--- config.mk ---
export PLATFORM = sky130hd
export DESIGN_NAME = aud_recorder_flat
export DESIGN_NICKNAME = d
export VERILOG_FILES = /design/src/rtl/aud_recorder_if.sv /design/src/rtl/aud_recorder.sv /design/src/flat_wrapper.sv
export SDC_FILE = /design/constraint.sdc
export NUM_CORES = 1
export LEC_CHECK = 0
export ABC_AREA = 1
export CORE_MARGIN = 3
export CORE_UTILIZATION = 35
export DETAILED_ROUTE_END_ITERATION = 16
export DONT_BUFFER_PORTS = 1
export PLACE_DENSITY = 0.51
export SLEW_MARGIN = 5
export SYNTH_ARGS = -nofsm -noshare
export SYNTH_HDL_FRONTEND = slang
export SYNTH_SLANG_ARGS = --single-unit
--- constraint.sdc ---
create_clock -name i_clk -period 2.1 [get_ports i_clk]
set_input_delay 0.315 -clock i_clk [delete_from_list [all_inputs] [get_ports i_clk]]
set_output_delay 0.315 -clock i_clk [all_outputs]
set_load 0.01 [all_outputs]
--- src/rtl/aud_recorder_if.sv ---
// ---------------------------------------------------------------------------
// aud_recorder_if
// SRAM write port and recording status bundle of the audio recorder.
//   o_address  ADDR_W  SRAM write address (stable while o_wen is high)
//   o_data     DATA_W  SRAM write data    (stable while o_wen is high)
//   o_wen      1       one-cycle write strobe
//   o_rec_len  ADDR_W  samples written since the last start
//   o_full     1       last address written; cleared by the next start
//   o_busy     1       recorder is not idle
// master: the recorder (drives everything); slave: SRAM / control side.
// ---------------------------------------------------------------------------
interface aud_recorder_if #(
   parameter int DATA_W = 16,
   parameter int ADDR_W = 20
);
   logic [ADDR_W-1:0] o_address;
   logic [DATA_W-1:0] o_data;
   logic              o_wen;
   logic [ADDR_W-1:0] o_rec_len;
   logic              o_full;
   logic              o_busy;

   modport master (
      output o_address, o_data, o_wen, o_rec_len, o_full, o_busy
   );

   modport slave (
      input o_address, o_data, o_wen, o_rec_len, o_full, o_busy
   );
endinterface

--- src/rtl/aud_recorder.sv ---
// ---------------------------------------------------------------------------
// aud_recorder
// Deserialises left-channel I2S samples from the codec ADC and writes them to
// SRAM at consecutive addresses starting at 0. Start/pause/stop pulses come
// from the top-level FSM; o_rec_len tells playback how many samples are valid.
//   i_clk    codec BCLK, all logic on the rising edge
//   i_rst_n  asynchronous active-low reset
//   i_lrc    ADCLRCK, low = left channel
//   i_data   ADCDAT serial bit, MSB first after a one-bit delay slot
//   i_start  pulse: new recording from idle, or resume from pause
//   i_pause  pulse: pause while recording, resume while paused
//   i_stop   pulse: end recording
//   bus      SRAM write port and status (aud_recorder_if.master)
// ---------------------------------------------------------------------------
module aud_recorder #(
   parameter int                 DATA_W   = 16,
   parameter int                 ADDR_W   = 20,
   parameter logic [ADDR_W-1:0]  ADDR_MAX = {ADDR_W{1'b1}}
) (
   input  logic           i_clk,
   input  logic           i_rst_n,
   input  logic           i_lrc,
   input  logic           i_data,
   input  logic           i_start,
   input  logic           i_pause,
   input  logic           i_stop,
   aud_recorder_if.master bus
);

   typedef enum logic [2:0] {
      S_IDLE,
      S_WAIT,
      S_SHIFT,
      S_WRITE,
      S_PAUSE
   } state_t;

   // Counter only needs to reach DATA_W-1: the last bit moves straight to S_WRITE.
   localparam int               CNT_W    = $clog2(DATA_W);
   localparam logic [CNT_W-1:0] LAST_BIT = CNT_W'(DATA_W - 1);

   state_t            state_q, state_d;
   logic              lrc_q;
   logic [DATA_W-1:0] sr_q, sr_d;
   logic [CNT_W-1:0]  cnt_q, cnt_d;
   logic [ADDR_W-1:0] addr_q, addr_d;
   logic [ADDR_W-1:0] rec_len_q, rec_len_d;
   logic              full_q, full_d;
   logic              fe;

   // Left-channel frame begins when LRCK falls; this cycle is the I2S delay slot.
   assign fe = lrc_q & ~i_lrc;

   always_ff @(posedge i_clk or negedge i_rst_n) begin
      if (!i_rst_n) begin
         state_q   <= S_IDLE;
         lrc_q     <= 1'b0;
         sr_q      <= '0;
         cnt_q     <= '0;
         addr_q    <= '0;
         rec_len_q <= '0;
         full_q    <= 1'b0;
      end else begin
         state_q   <= state_d;
         lrc_q     <= i_lrc;
         sr_q      <= sr_d;
         cnt_q     <= cnt_d;
         addr_q    <= addr_d;
         rec_len_q <= rec_len_d;
         full_q    <= full_d;
      end
   end

   always_comb begin
      state_d   = state_q;
      sr_d      = sr_q;
      cnt_d     = cnt_q;
      addr_d    = addr_q;
      rec_len_d = rec_len_q;
      full_d    = full_q;

      unique case (state_q)
         S_IDLE: begin
            if (i_start) begin
               addr_d    = '0;
               rec_len_d = '0;
               full_d    = 1'b0;
               state_d   = S_WAIT;
            end
         end
         S_WAIT: begin
            if (i_stop) begin
               state_d = S_IDLE;
            end else if (i_pause) begin
               state_d = S_PAUSE;
            end else if (fe) begin
               cnt_d   = '0;
               state_d = S_SHIFT;
            end
         end
         S_SHIFT: begin
            // Stop or pause abandon the partial sample; sr is fully refilled next frame.
            if (i_stop) begin
               state_d = S_IDLE;
            end else if (i_pause) begin
               state_d = S_PAUSE;
            end else begin
               sr_d  = {sr_q[DATA_W-2:0], i_data};
               cnt_d = cnt_q + 1'b1;
               if (cnt_q == LAST_BIT) begin
                  state_d = S_WRITE;
               end
            end
         end
         S_WRITE: begin
            // The strobe is committed: stop only changes where we go next, pause is ignored.
            // A recording of exactly 2^ADDR_W samples wraps o_rec_len to 0; o_full marks it.
            rec_len_d = addr_q + 1'b1;
            if (addr_q == ADDR_MAX) begin
               full_d  = 1'b1;
               state_d = S_IDLE;
            end else begin
               addr_d  = addr_q + 1'b1;
               state_d = i_stop ? S_IDLE : S_WAIT;
            end
         end
         S_PAUSE: begin
            // Resume lands in S_WAIT so capture re-aligns on the next LRCK fall.
            if (i_stop) begin
               state_d = S_IDLE;
            end else if (i_pause || i_start) begin
               state_d = S_WAIT;
            end
         end
         default: state_d = S_IDLE;
      endcase
   end

   assign bus.o_address = addr_q;
   assign bus.o_data    = sr_q;
   assign bus.o_wen     = (state_q == S_WRITE);
   assign bus.o_rec_len = rec_len_q;
   assign bus.o_full    = full_q;
   assign bus.o_busy    = (state_q != S_IDLE);

endmodule
--- src/flat_wrapper.sv ---
// flat-port wrapper written by rule: the top's interface ports become plain ports
module aud_recorder_flat 
#(
   parameter int                 DATA_W   = 16,
   parameter int                 ADDR_W   = 20,
   parameter logic [ADDR_W-1:0]  ADDR_MAX = {ADDR_W{1'b1}}
)
  (i_clk, i_rst_n, i_lrc, i_data, i_start, i_pause, i_stop, bus_o_address, bus_o_data, bus_o_wen, bus_o_rec_len, bus_o_full, bus_o_busy);
  aud_recorder_if #(.DATA_W(DATA_W), .ADDR_W(ADDR_W)) bus_i ();
  input  logic i_clk;
  input  logic i_rst_n;
  input  logic i_lrc;
  input  logic i_data;
  input  logic i_start;
  input  logic i_pause;
  input  logic i_stop;
  output wire logic [$bits(bus_i.o_address)-1:0] bus_o_address;
  output wire logic [$bits(bus_i.o_data)-1:0] bus_o_data;
  output wire logic [$bits(bus_i.o_wen)-1:0] bus_o_wen;
  output wire logic [$bits(bus_i.o_rec_len)-1:0] bus_o_rec_len;
  output wire logic [$bits(bus_i.o_full)-1:0] bus_o_full;
  output wire logic [$bits(bus_i.o_busy)-1:0] bus_o_busy;
  assign bus_o_address = bus_i.o_address;
  assign bus_o_data = bus_i.o_data;
  assign bus_o_wen = bus_i.o_wen;
  assign bus_o_rec_len = bus_i.o_rec_len;
  assign bus_o_full = bus_i.o_full;
  assign bus_o_busy = bus_i.o_busy;
  aud_recorder #(.DATA_W(DATA_W), .ADDR_W(ADDR_W), .ADDR_MAX(ADDR_MAX)) u_core (.i_clk(i_clk), .i_rst_n(i_rst_n), .i_lrc(i_lrc), .i_data(i_data), .i_start(i_start), .i_pause(i_pause), .i_stop(i_stop), .bus(bus_i));
endmodule
# [Word-level counts from Yosys, hierarchy flattened]
# Cells that the tools add are included.
[totals] register_bits=65
[classes] n_addsub=2 eq_ne=17 muxes=25 bitwise_logic=4 reduce_logical=11
[op_table] operator="$pmux 20 s2" count=2
[op_table] operator="$mux 20" count=2
[op_table] operator="$mux 3" count=10
[op_table] operator="$add 20x1->20 const B" count=1
[op_table] operator="$eq 20x20->1 const B" count=1
[op_table] operator="$mux 4" count=5
[op_table] operator="$pmux 3 s5" count=1
[op_table] operator="$ne 2x2->1 const B" count=6
[op_table] operator="$reduce_and 3->1" count=3
[op_table] operator="$ne 4x3->1 const B" count=2
[op_table] operator="$pmux 4 s2" count=1
[op_table] operator="$eq 3x2->1 const B" count=2
[op_table] operator="$reduce_and 6->1" count=1
[op_table] operator="$add 4x1->4 const B" count=1
[op_table] operator="$eq 4x4->1 const B" count=1
[op_table] operator="$ne 2x1->1 const B" count=2
[op_table] operator="$reduce_and 4->1" count=1
[op_table] operator="$reduce_bool 2->1" count=2
[op_table] operator="$eq 3x1->1 const B" count=1
[op_table] operator="$eq 3x3->1 const B" count=1
[op_table] operator="$logic_not 3->1" count=1
[op_table] operator="$mux 1" count=3
[op_table] operator="$ne 3x2->1 const B" count=1
[op_table] operator="$not 1->1" count=3
[op_table] operator="other kinds (5)" count=5

# [Logic depth before layout (Yosys ltp)]
# Gate-level depths: netlist of the first run.
[logic_depth] depth_word=6 ltp_mapped=10

# [Worst setup path after synthesis of the first run]
# No wires, ideal clock.
[synth_path] path_kind="reg2reg" startpoint="reg u_core.addr_q[0], in the netlist u_core.bus.o_address[0]" endpoint="reg u_core.addr_q[9], in the netlist u_core.bus.o_address[9]" setup_ps=74 t_arrival_ps=1497 path_slack_ps=529 stages_incl_launch_ff=11 n_path_buf=1 synth_period_minus_slack_ps=1571 cell_sequence="dfrtp_1 -> ha_1 -> nand2_2 -> nor2_4 -> nand3_4 -> nor2_4 -> nand3_2 -> nand2_4 -> buf_8 -> nand2_1 -> o21ai_2"
[synth_via] elab_chain_cells=3 elab_cells_between_ends=6 classes_between="add/sub (1); eq/ne (2); mux (2); reduce/logical (1)"
[synth_lines] element="start: declaration" line="aud_recorder.sv:46" source="logic [ADDR_W-1:0] addr_q, addr_d;"
[synth_lines] element="start signal: assignment" line="aud_recorder.sv:68" source="addr_q <= addr_d;"
[synth_lines] element="$add 20x1->20 or $eq 20x20->1 (tied branches)" line="aud_recorder.sv:123, aud_recorder.sv:119"
[synth_lines] element="$mux 20 or $ne 2x2->1 (tied branches)"
[synth_lines] element="$pmux 20 s2 or $reduce_and 3->1 (tied branches)"
# Several ways; a longest one is shown, not always the timed one. The select of a mux whose other input is x is not followed.
# A chain may end at the register's enable or synchronous reset.

# [Worst setup path in the final report of the first run]
[layout_path] startpoint="reg u_core.addr_q[1], in the netlist u_core.bus.o_address[1]" endpoint="reg u_core.addr_q[19], in the netlist u_core.bus.o_address[19]"
# The elaborated chain is that of the path after synthesis.

==> results of run 1 <==
## metrics by stage
step,cells,instance area [sq um],setup slack (ns)
5_1_grt,498,3450,0.102
3_5_place_dp,479,3200,0.286
3_3_place_gp,479,3200,0.321
6_report,498,3450,0.290
2_1_floorplan,371,3040,0.529
4_1_cts,498,3450,0.277
## metal layers
layer	track usage [%]	up-vias	routed length, microns
met5	0	-	0
met4	5.46	0	132
met1	17.6	1114	3020
met3	7.08	9	536
li1	-	1207	-
met2	25.5	59	3330
## synth_stat cells, types with 2 or more instances
cell type | instances | area share [%]
sky130_fd_sc_hd__nor2_1 | 22 | 2.7
sky130_fd_sc_hd__nand4_1 | 2 | 0.41
sky130_fd_sc_hd__nand3_1 | 24 | 4.0
sky130_fd_sc_hd__ha_1 | 2 | 0.82
sky130_fd_sc_hd__o211ai_1 | 2 | 0.49
sky130_fd_sc_hd__inv_1 | 34 | 4.2
sky130_fd_sc_hd__inv_2 | 3 | 0.37
sky130_fd_sc_hd__a21oi_1 | 3 | 0.49
sky130_fd_sc_hd__o21ai_2 | 6 | 1.7
sky130_fd_sc_hd__dfrtp_1 | 65 | 53
sky130_fd_sc_hd__o31ai_1 | 3 | 0.74
sky130_fd_sc_hd__buf_2 | 5 | 0.82
sky130_fd_sc_hd__nand2_1 | 155 | 19
sky130_fd_sc_hd__nor3_1 | 2 | 0.33
sky130_fd_sc_hd__nor2_4 | 2 | 0.74
sky130_fd_sc_hd__o21ai_0 | 12 | 2.0
sky130_fd_sc_hd__o21ai_1 | 10 | 1.6
sky130_fd_sc_hd__o21bai_1 | 2 | 0.49
## flip-flops by register name, indices dropped and copies added (netlist names)
register / count
u_core.cnt_q: 4
u_core.state_q: 3
u_core.lrc_q: 1
u_core.bus.o_data: 16
u_core.bus.o_address: 20
u_core.bus.o_full: 1
u_core.bus.o_rec_len: 20
## worst max path at each step
stage,slack [ns],cells past startpoint,startpoint,endpoint
final,0.29,10,u_core.bus.o_address[1],u_core.bus.o_address[19]
after global routing,0.10,10,u_core.bus.o_address[1],u_core.bus.o_address[19]
after CTS,0.28,10,u_core.bus.o_address[1],u_core.bus.o_address[19]
after detailed placement,0.29,10,u_core.bus.o_address[1],u_core.bus.o_address[7]
after global placement,0.32,10,u_core.bus.o_address[1],u_core.bus.o_address[15]
after floorplan,0.53,10,u_core.bus.o_address[0],u_core.bus.o_address[9]
## what timing repair did
item / CTS / global route
gates resized for setup: 0 / 0
hold endpoints to repair: 66 / 0
hold buffers: 3 / 0
setup buffers: 0 / 0
## logic make-up after synthesis
family	after synthesis	share of synthesized area (%)
flops	65	53.5
compound gates	44	9.14
simple gates	212	29.0
buf+inv	45	6.67
mux	1	0.329
xor+xnor	2	0.576
fa+ha+maj	2	0.823
## worst max-delay path: cells and delay by family, from the launching register on
family,cells,cell delay (ns)
compound gates,1,0.07
fa+ha+maj,1,0.22
buf+inv,1,0.16
simple gates,7,0.84
flops,1,0.45
## power by group
part	leakage [nW]	internal, mW	switching (mW)	total (mW)
Clock	0.0953	0.577	0.481	1.06
Combinational	0.769	0.121	0.254	0.375
Sequential	0.896	1.31	0.0647	1.38
Total	1.76	2.01	0.799	2.81
## cell type report
class	count	share of cell area, %
Inverter	37	4.03
Timing Repair Buffer	14	4.14
Clock inverter	5	1.60
Tap cell	105	3.81
Clock buffer	11	4.10
Multi-Input combinational cell	261	35.1
Sequential cell	65	47.2
==> tab_implementation.tex, run 1 <==
\begin{tabular}{lr}
\hline
Metric & Value \\
\hline
\multicolumn{2}{l}{\textbf{Clocking}} \\
Buffer cell driving the clock tree root & sky130\_fd\_sc\_hd\_\_clkbuf\_8 \\
\# clock sinks & 65 \\
Clock tree buffer depth & 2 \\
Post-CTS clock slew at the launch and capture registers of the worst setup and hold paths & around 0.070 ns \\
Inserted Clock Buffers & 9 \\
Clock tree from TritonCTS & yes \\
Number of H-tree levels & 3 \\
Clock latency on the worst-skew pair & about 0.34 ns \\
\multicolumn{2}{l}{\textbf{Critical path}} \\
Kind of critical path & register to register \\
R2r endpoint & u\_core.bus.o\_address[19] \\
Endpoint kind of the worst setup timing path & register \\
Critical Path, Cell by Cell & ha\_1 -> nand2\_2 -> nor2\_4 -> nand3\_4 -> nor2\_4 -> nand3\_2 -> nand2\_4 -> buf\_12 -> nand2\_1 -> o21ai\_1 \\
Highest cell delay on the worst timing path & between 0.4 and 0.5 ns \\
Cell with the largest stage delay on the worst path & sky130\_fd\_sc\_hd\_\_dfrtp\_1 \\
Data required time at the worst endpoint & around 2.4 ns \\
Startpoint type of the worst setup path & register \\
Crit path max fanout & 15 \\
Most used cell along the critical path & sky130\_fd\_sc\_hd\_\_nor2\_4 \\
Register-to-register path setup slack & slightly below 0.3 ns \\
Reg-to-reg critical path startpoint & u\_core.bus.o\_address[1] \\
Worst R2R Path Depth & 10 \\
Data arrival at the endpoint of the critical path & 2.08 ns \\
\multicolumn{2}{l}{\textbf{Detailed routing}} \\
Number of iterations in the first detailed-routing pass & 4 \\
Post-detailed-route via-to-cell ratio & between 4 and 5 \\
Detail-routed net length per standard cell & around 14 microns \\
Routed wire length & 7.01 mm \\
Number of remaining DRC errors & 0 \\
Antenna Violating Nets Remaining & 0 \\
Total number of vias & 2389 \\
Starting DRC count in detailed routing & 100 \\
\multicolumn{2}{l}{\textbf{Timing}} \\
Final sum of negative setup slack & 0 ns \\
Endpoints failing hold & 0 \\
Peak Freq & $\sim$0.55 GHz \\
Share of the clock period used by the worst path after layout & between 80\% and 90\% \\
Number of pins with negative max-slew slack in the final report & 0 \\
Unrepaired setup endpoints after global routing & no \\
Final critical path time including I/O delays and setup & 1.81 ns \\
Worst Hold Margin & between 0.06 and 0.07 ns \\
Worst slew margin & a little under three fifths \\
\# setup viols final & 0 \\
Worst clock skew & just over 0.008 ns \\
Transition time at the pin with the least slew margin & 0.658 ns \\
\multicolumn{2}{l}{\textbf{Yosys}} \\
Number of enable flip-flop cells after synthesis & 0 \\
Number of warnings issued by yosys & 0 \\
Post-Synthesis Net Count & 380 \\
Mean post-synth cell area & approximately 8.2 sq um \\
FFs w/ async S/R, synth & 100\% \\
Gate count after technology mapping & 371 \\
Total of flip-flops plus latches after synthesis & 65 \\
Dominant synthesized flop cell & sky130\_fd\_sc\_hd\_\_dfrtp\_1 \\
Area of the mapped netlist & 3040 sq um \\
Fraction of the yosys area taken by sequential cells & 53.5\% \\
Post-synth cell types & 35 \\
\multicolumn{2}{l}{\textbf{Global routing}} \\
Antenna violations before repair & 0 \\
First-pass GRT wire length & approximately 12 mm \\
GRT Overall Usage & between 10\% and 20\% \\
Largest net degree at the start of global routing & between 60 and 70 \\
Global route total overflow & 0 \\
Vias in the first global route & $\sim$2500 \\
\multicolumn{2}{l}{\textbf{Layout}} \\
Register Area & 1630 sq um \\
Commonest non-fill, non-tap cell in the layout & sky130\_fd\_sc\_hd\_\_nand2\_1 \\
Final core utilization & about two fifths \\
Area of the multi-input gates & roughly 1200 sq um \\
Fin nets & roughly 400 \\
Filler Cells Inserted & about 870 \\
Final antenna diode count & 0 \\
Share of cells above drive strength 1 & a little over a tenth \\
Area growth from synthesis to layout & 13.4\% \\
Most frequent cells in the layout & sky130\_fd\_sc\_hd\_\_nand2\_1 (155), sky130\_fd\_sc\_hd\_\_dfrtp\_1 (65), sky130\_fd\_sc\_hd\_\_inv\_1 (34), sky130\_fd\_sc\_hd\_\_nand3\_1 (24), sky130\_fd\_sc\_hd\_\_nor2\_1 (22) \\
\multicolumn{2}{l}{\textbf{Min path}} \\
Worst Hold Path Cells & 1 \\
Origin of the worst min-delay path & i\_start \\
Endpoint of the worst hold path & u\_core.state\_q[2] \\
Worst min path class & input port to register \\
\multicolumn{2}{l}{\textbf{Die}} \\
Floorplan die height & 99.2 microns \\
Number of core rows & 33 \\
Die area & 9840 sq um \\
Horizontal die dimension & about 99 microns \\
Core area & $\sim$8300 sq um \\
Initial Util & a little over a third \\
Number of primary I/O pins & 66 \\
\multicolumn{2}{l}{\textbf{Run}} \\
Number of maximum-capacitance violations & 0 \\
\multicolumn{2}{l}{\textbf{Power and ir drop}} \\
Pwr Density & 815 nW/um\^{}2 \\
Worst voltage drop across the vdd grid & 0.000357 V \\
Power, Total & 2.81 mW \\
Leakage dissipation & around 1.8 nW \\
\multicolumn{2}{l}{\textbf{Placement}} \\
Routability-driven placement congestion ratio & between 0.8 and 0.9 \\
Sum of net half-perimeters after detailed placement & slightly below 5 mm \\
Number of buffer cells added on primary ports & 0 \\
\multicolumn{2}{l}{\textbf{Run status}} \\
Status & finished, final reports clean \\
\hline
\end{tabular}
No activity file was read; power rests on OpenSTA's default activity.
==> run 2, diff against run 1 <==
==> constraint.sdc (replaced) <==
create_clock -name i_clk -period 2.1 [get_ports i_clk]
set_input_delay 0.42 -clock i_clk [delete_from_list [all_inputs] [get_ports i_clk]]
set_output_delay 0.42 -clock i_clk [all_outputs]
set_load 0.01 [all_outputs]
==> run 2 against run 1 <==
Non-clock buffer count decreased by 1; die area did not move; clock power is essentially flat; wire length did not move; combinational power hardly changed; sequential share of layout area is 0.14 points higher.
==> tab_implementation.tex, run 2 (synthesized netlist as in run 1, its figures left out) <==
\begin{tabular}{lr}
\hline
Metric & Value \\
\hline
\multicolumn{2}{l}{\textbf{Clocking}} \\
Inserted Clock Buffers & 9 (unchanged) \\
Count of cells resized by post-cts repair & 0 (unchanged) \\
Post-CTS clock slew at the launch and capture registers of the worst setup and hold paths & 0.07 ns (about the same) \\
Buffer cell driving the clock tree root & sky130\_fd\_sc\_hd\_\_clkbuf\_8 \\
Clock tree buffer depth & 2 (unchanged) \\
Clock latency on the worst-skew pair & 0.34 ns (about the same) \\
Buffers inserted by post-CTS timing repair & 0 (unchanged) \\
Clock tree from TritonCTS & yes \\
Number of H-tree levels & 3 (unchanged) \\
\# clock sinks & 65 (unchanged) \\
\# hold bufs at CTS & 2 (-1) \\
\multicolumn{2}{l}{\textbf{Layout}} \\
Filler Cells Inserted & 868 (+0.12\%) \\
Fin nets & 396 (-0.25\%) \\
Final core utilization & 41.2\% (-0.12 points) \\
Commonest non-fill, non-tap cell in the layout & sky130\_fd\_sc\_hd\_\_nand2\_1 \\
Area growth from synthesis to layout & 13.0\% \\
Most frequent cells in the layout & sky130\_fd\_sc\_hd\_\_nand2\_1 (155), sky130\_fd\_sc\_hd\_\_dfrtp\_1 (65), sky130\_fd\_sc\_hd\_\_inv\_1 (34), sky130\_fd\_sc\_hd\_\_nand3\_1 (24), sky130\_fd\_sc\_hd\_\_nor2\_1 (22) \\
Share of cells above drive strength 1 & 11.0\% (+0.028 points) \\
Final antenna diode count & 0 (unchanged) \\
\multicolumn{2}{l}{\textbf{Power and ir drop}} \\
Internal power consumption & 2.01 mW (about the same) \\
Switching power of the nets & 799 uW (about the same) \\
Leakage dissipation & 1.76 nW (-0.24\%) \\
Power, Total & 2.81 mW (about the same) \\
Reg power frac & 49.0\% (about the same) \\
Share of total power consumed by net switching & 28.5\% (about the same) \\
Share of total power in the clock network & 37.7\% (about the same) \\
Worst voltage drop across the vdd grid & 0.000357 V (about the same) \\
Share of power burned in combinational logic & 13.3\% (about the same) \\
Pwr Density & 817 nW/um\^{}2 (+0.24\%) \\
\multicolumn{2}{l}{\textbf{Detailed routing}} \\
Starting DRC count in detailed routing & 91 (-9.0\%) \\
Post-detailed-route via-to-cell ratio & 4.80 (about the same) \\
Total number of vias & 2384 (-0.21\%) \\
Detail-routed net length per standard cell & 14.1 microns (+0.20\%) \\
Routed wire length & 7.01 mm (unchanged) \\
Number of iterations in the first detailed-routing pass & 4 (unchanged) \\
Number of remaining DRC errors & 0 (unchanged) \\
Antenna Violating Nets Remaining & 0 (unchanged) \\
\multicolumn{2}{l}{\textbf{Run}} \\
Number of maximum-capacitance violations & 0 (unchanged) \\
\multicolumn{2}{l}{\textbf{Critical path}} \\
Worst R2R Path Depth & 10 (unchanged) \\
Crit path max fanout & 15 (unchanged) \\
Data arrival at the endpoint of the critical path & 2.08 ns (about the same) \\
Kind of critical path & register to register \\
Startpoint type of the worst setup path & register \\
Data required time at the worst endpoint & 2.37 ns (about the same) \\
Endpoint kind of the worst setup timing path & register \\
\multicolumn{2}{l}{\textbf{Timing}} \\
Worst clock skew & 0.00820 ns (-0.0000406 ns) \\
Share of the clock period used by the worst path after layout & 86.2\% (about the same) \\
\# setup viols final & 0 (unchanged) \\
Final critical path time including I/O delays and setup & 1.81 ns (+0.0000460 ns) \\
Final sum of negative setup slack & 0 ns (unchanged) \\
Final worst slack & 0.290 ns (-0.0000460 ns) \\
Worst slew margin & 56.1\% (about the same) \\
Unrepaired setup endpoints after global routing & no \\
Transition time at the pin with the least slew margin & 0.658 ns (-0.0000731 ns) \\
Worst Hold Margin & 0.105 ns (+0.0434 ns) \\
Endpoints failing hold & 0 (unchanged) \\
Peak Freq & 0.552 GHz (about the same) \\
Number of pins with negative max-slew slack in the final report & 0 (unchanged) \\
\multicolumn{2}{l}{\textbf{Min path}} \\
Worst Hold Path Cells & 0 (-1) \\
Worst min path class & input port to register \\
\multicolumn{2}{l}{\textbf{Global routing}} \\
Largest net degree at the start of global routing & 66 (unchanged) \\
Global route total overflow & 0 (unchanged) \\
First-pass GRT wire length & 12.0 mm (-0.23\%) \\
Antenna violations before repair & 0 (unchanged) \\
GRT Overall Usage & 15.4\% (-0.030 points) \\
Vias in the first global route & 2469 (-0.20\%) \\
\multicolumn{2}{l}{\textbf{Die}} \\
Number of primary I/O pins & 66 (unchanged) \\
Horizontal die dimension & 99.2 microns (unchanged) \\
Core area & 8340 sq um (unchanged) \\
Number of core rows & 33 (unchanged) \\
Floorplan die height & 99.2 microns (unchanged) \\
Die area & 9840 sq um (unchanged) \\
Initial Util & 36.5\% (unchanged) \\
\multicolumn{2}{l}{\textbf{Placement}} \\
Worst slack, placed & 0.286 ns (unchanged) \\
Number of buffer cells added on primary ports & 0 (unchanged) \\
Routability-driven placement congestion ratio & 0.860 (unchanged) \\
Sum of net half-perimeters after detailed placement & 4.97 mm (unchanged) \\
\multicolumn{2}{l}{\textbf{Run status}} \\
Status & finished, final reports clean \\
\hline
\end{tabular}
[run 2: changes by cell type in the layout (fill, tap and decap cells not counted)]
cell / previous run / this run
sky130_fd_sc_hd__dlygate4sd3_1: 2 / 1
[run 2: per-stage QoR]
| step | area, sq um | cells |
|---|---|---|
| 2_1_floorplan | 3040 | 371 |
| 3_3_place_gp | 3200 | 479 |
| 3_5_place_dp | 3200 | 479 |
| 4_1_cts | 3440 | 497 |
| 5_1_grt | 3440 | 497 |
| 6_report | 3440 | 497 |
[run 2: power groups by stage]
stage / Combinational (mW) / Clock [mW] / Sequential, mW
global route: 0.428 / 1.16 / 1.39
global placement: 0.345 / 0 / 1.40
CTS: 0.386 / 1.10 / 1.38
detailed placement: 0.352 / 0 / 1.40
finish: 0.373 / 1.06 / 1.38
floorplan: 0.301 / 0 / 1.39
[run 2: final timing paths]
path	from	endpoint	slack, ns
min reg2reg	u_core.cnt_q[0]	u_core.cnt_q[0]	0.52
max in group asynchronous	i_rst_n	u_core.bus.o_data[11]	1.19
max reg2reg	u_core.bus.o_address[1]	u_core.bus.o_address[19]	0.29
min in group asynchronous	i_rst_n	u_core.bus.o_rec_len[3]	0.60
min	i_lrc	u_core.lrc_q	0.10
max	u_core.bus.o_address[1]	u_core.bus.o_address[19]	0.29
[run 2: metal layers]
metal  vias to the layer above  global-route usage [%]  routed length (microns)
met5                         -                       0                        0
met4                         0                    5.46                      132
met3                         9                    7.08                      533
met2                        56                    25.4                     3350
met1                      1115                    17.6                     2990
li1                       1204                       -                        -
[run 2: final cells by class]
class / instances / area (sq um) / area share (%)
flip-flops and latches: 65 / 1630 / 47.3
multi-input cells: 261 / 1210 / 35.2
clock buffers: 11 / 141 / 4.11
inverters: 37 / 139 / 4.04
repair buffers: 13 / 133 / 3.86
well taps: 105 / 131 / 3.82
clock inverters: 5 / 55.1 / 1.60
[run 2: critical path: stages, from the launching register on]
cell	delay [ns]
sky130_fd_sc_hd__dfrtp_1	0.45
sky130_fd_sc_hd__ha_1	0.22
sky130_fd_sc_hd__nand2_2	0.10
sky130_fd_sc_hd__nor2_4	0.13
sky130_fd_sc_hd__nand3_4	0.12
sky130_fd_sc_hd__nor2_4	0.15
sky130_fd_sc_hd__nand3_2	0.11
sky130_fd_sc_hd__nand2_4	0.17
sky130_fd_sc_hd__buf_12	0.16
sky130_fd_sc_hd__nand2_1	0.05
sky130_fd_sc_hd__o21ai_1	0.07
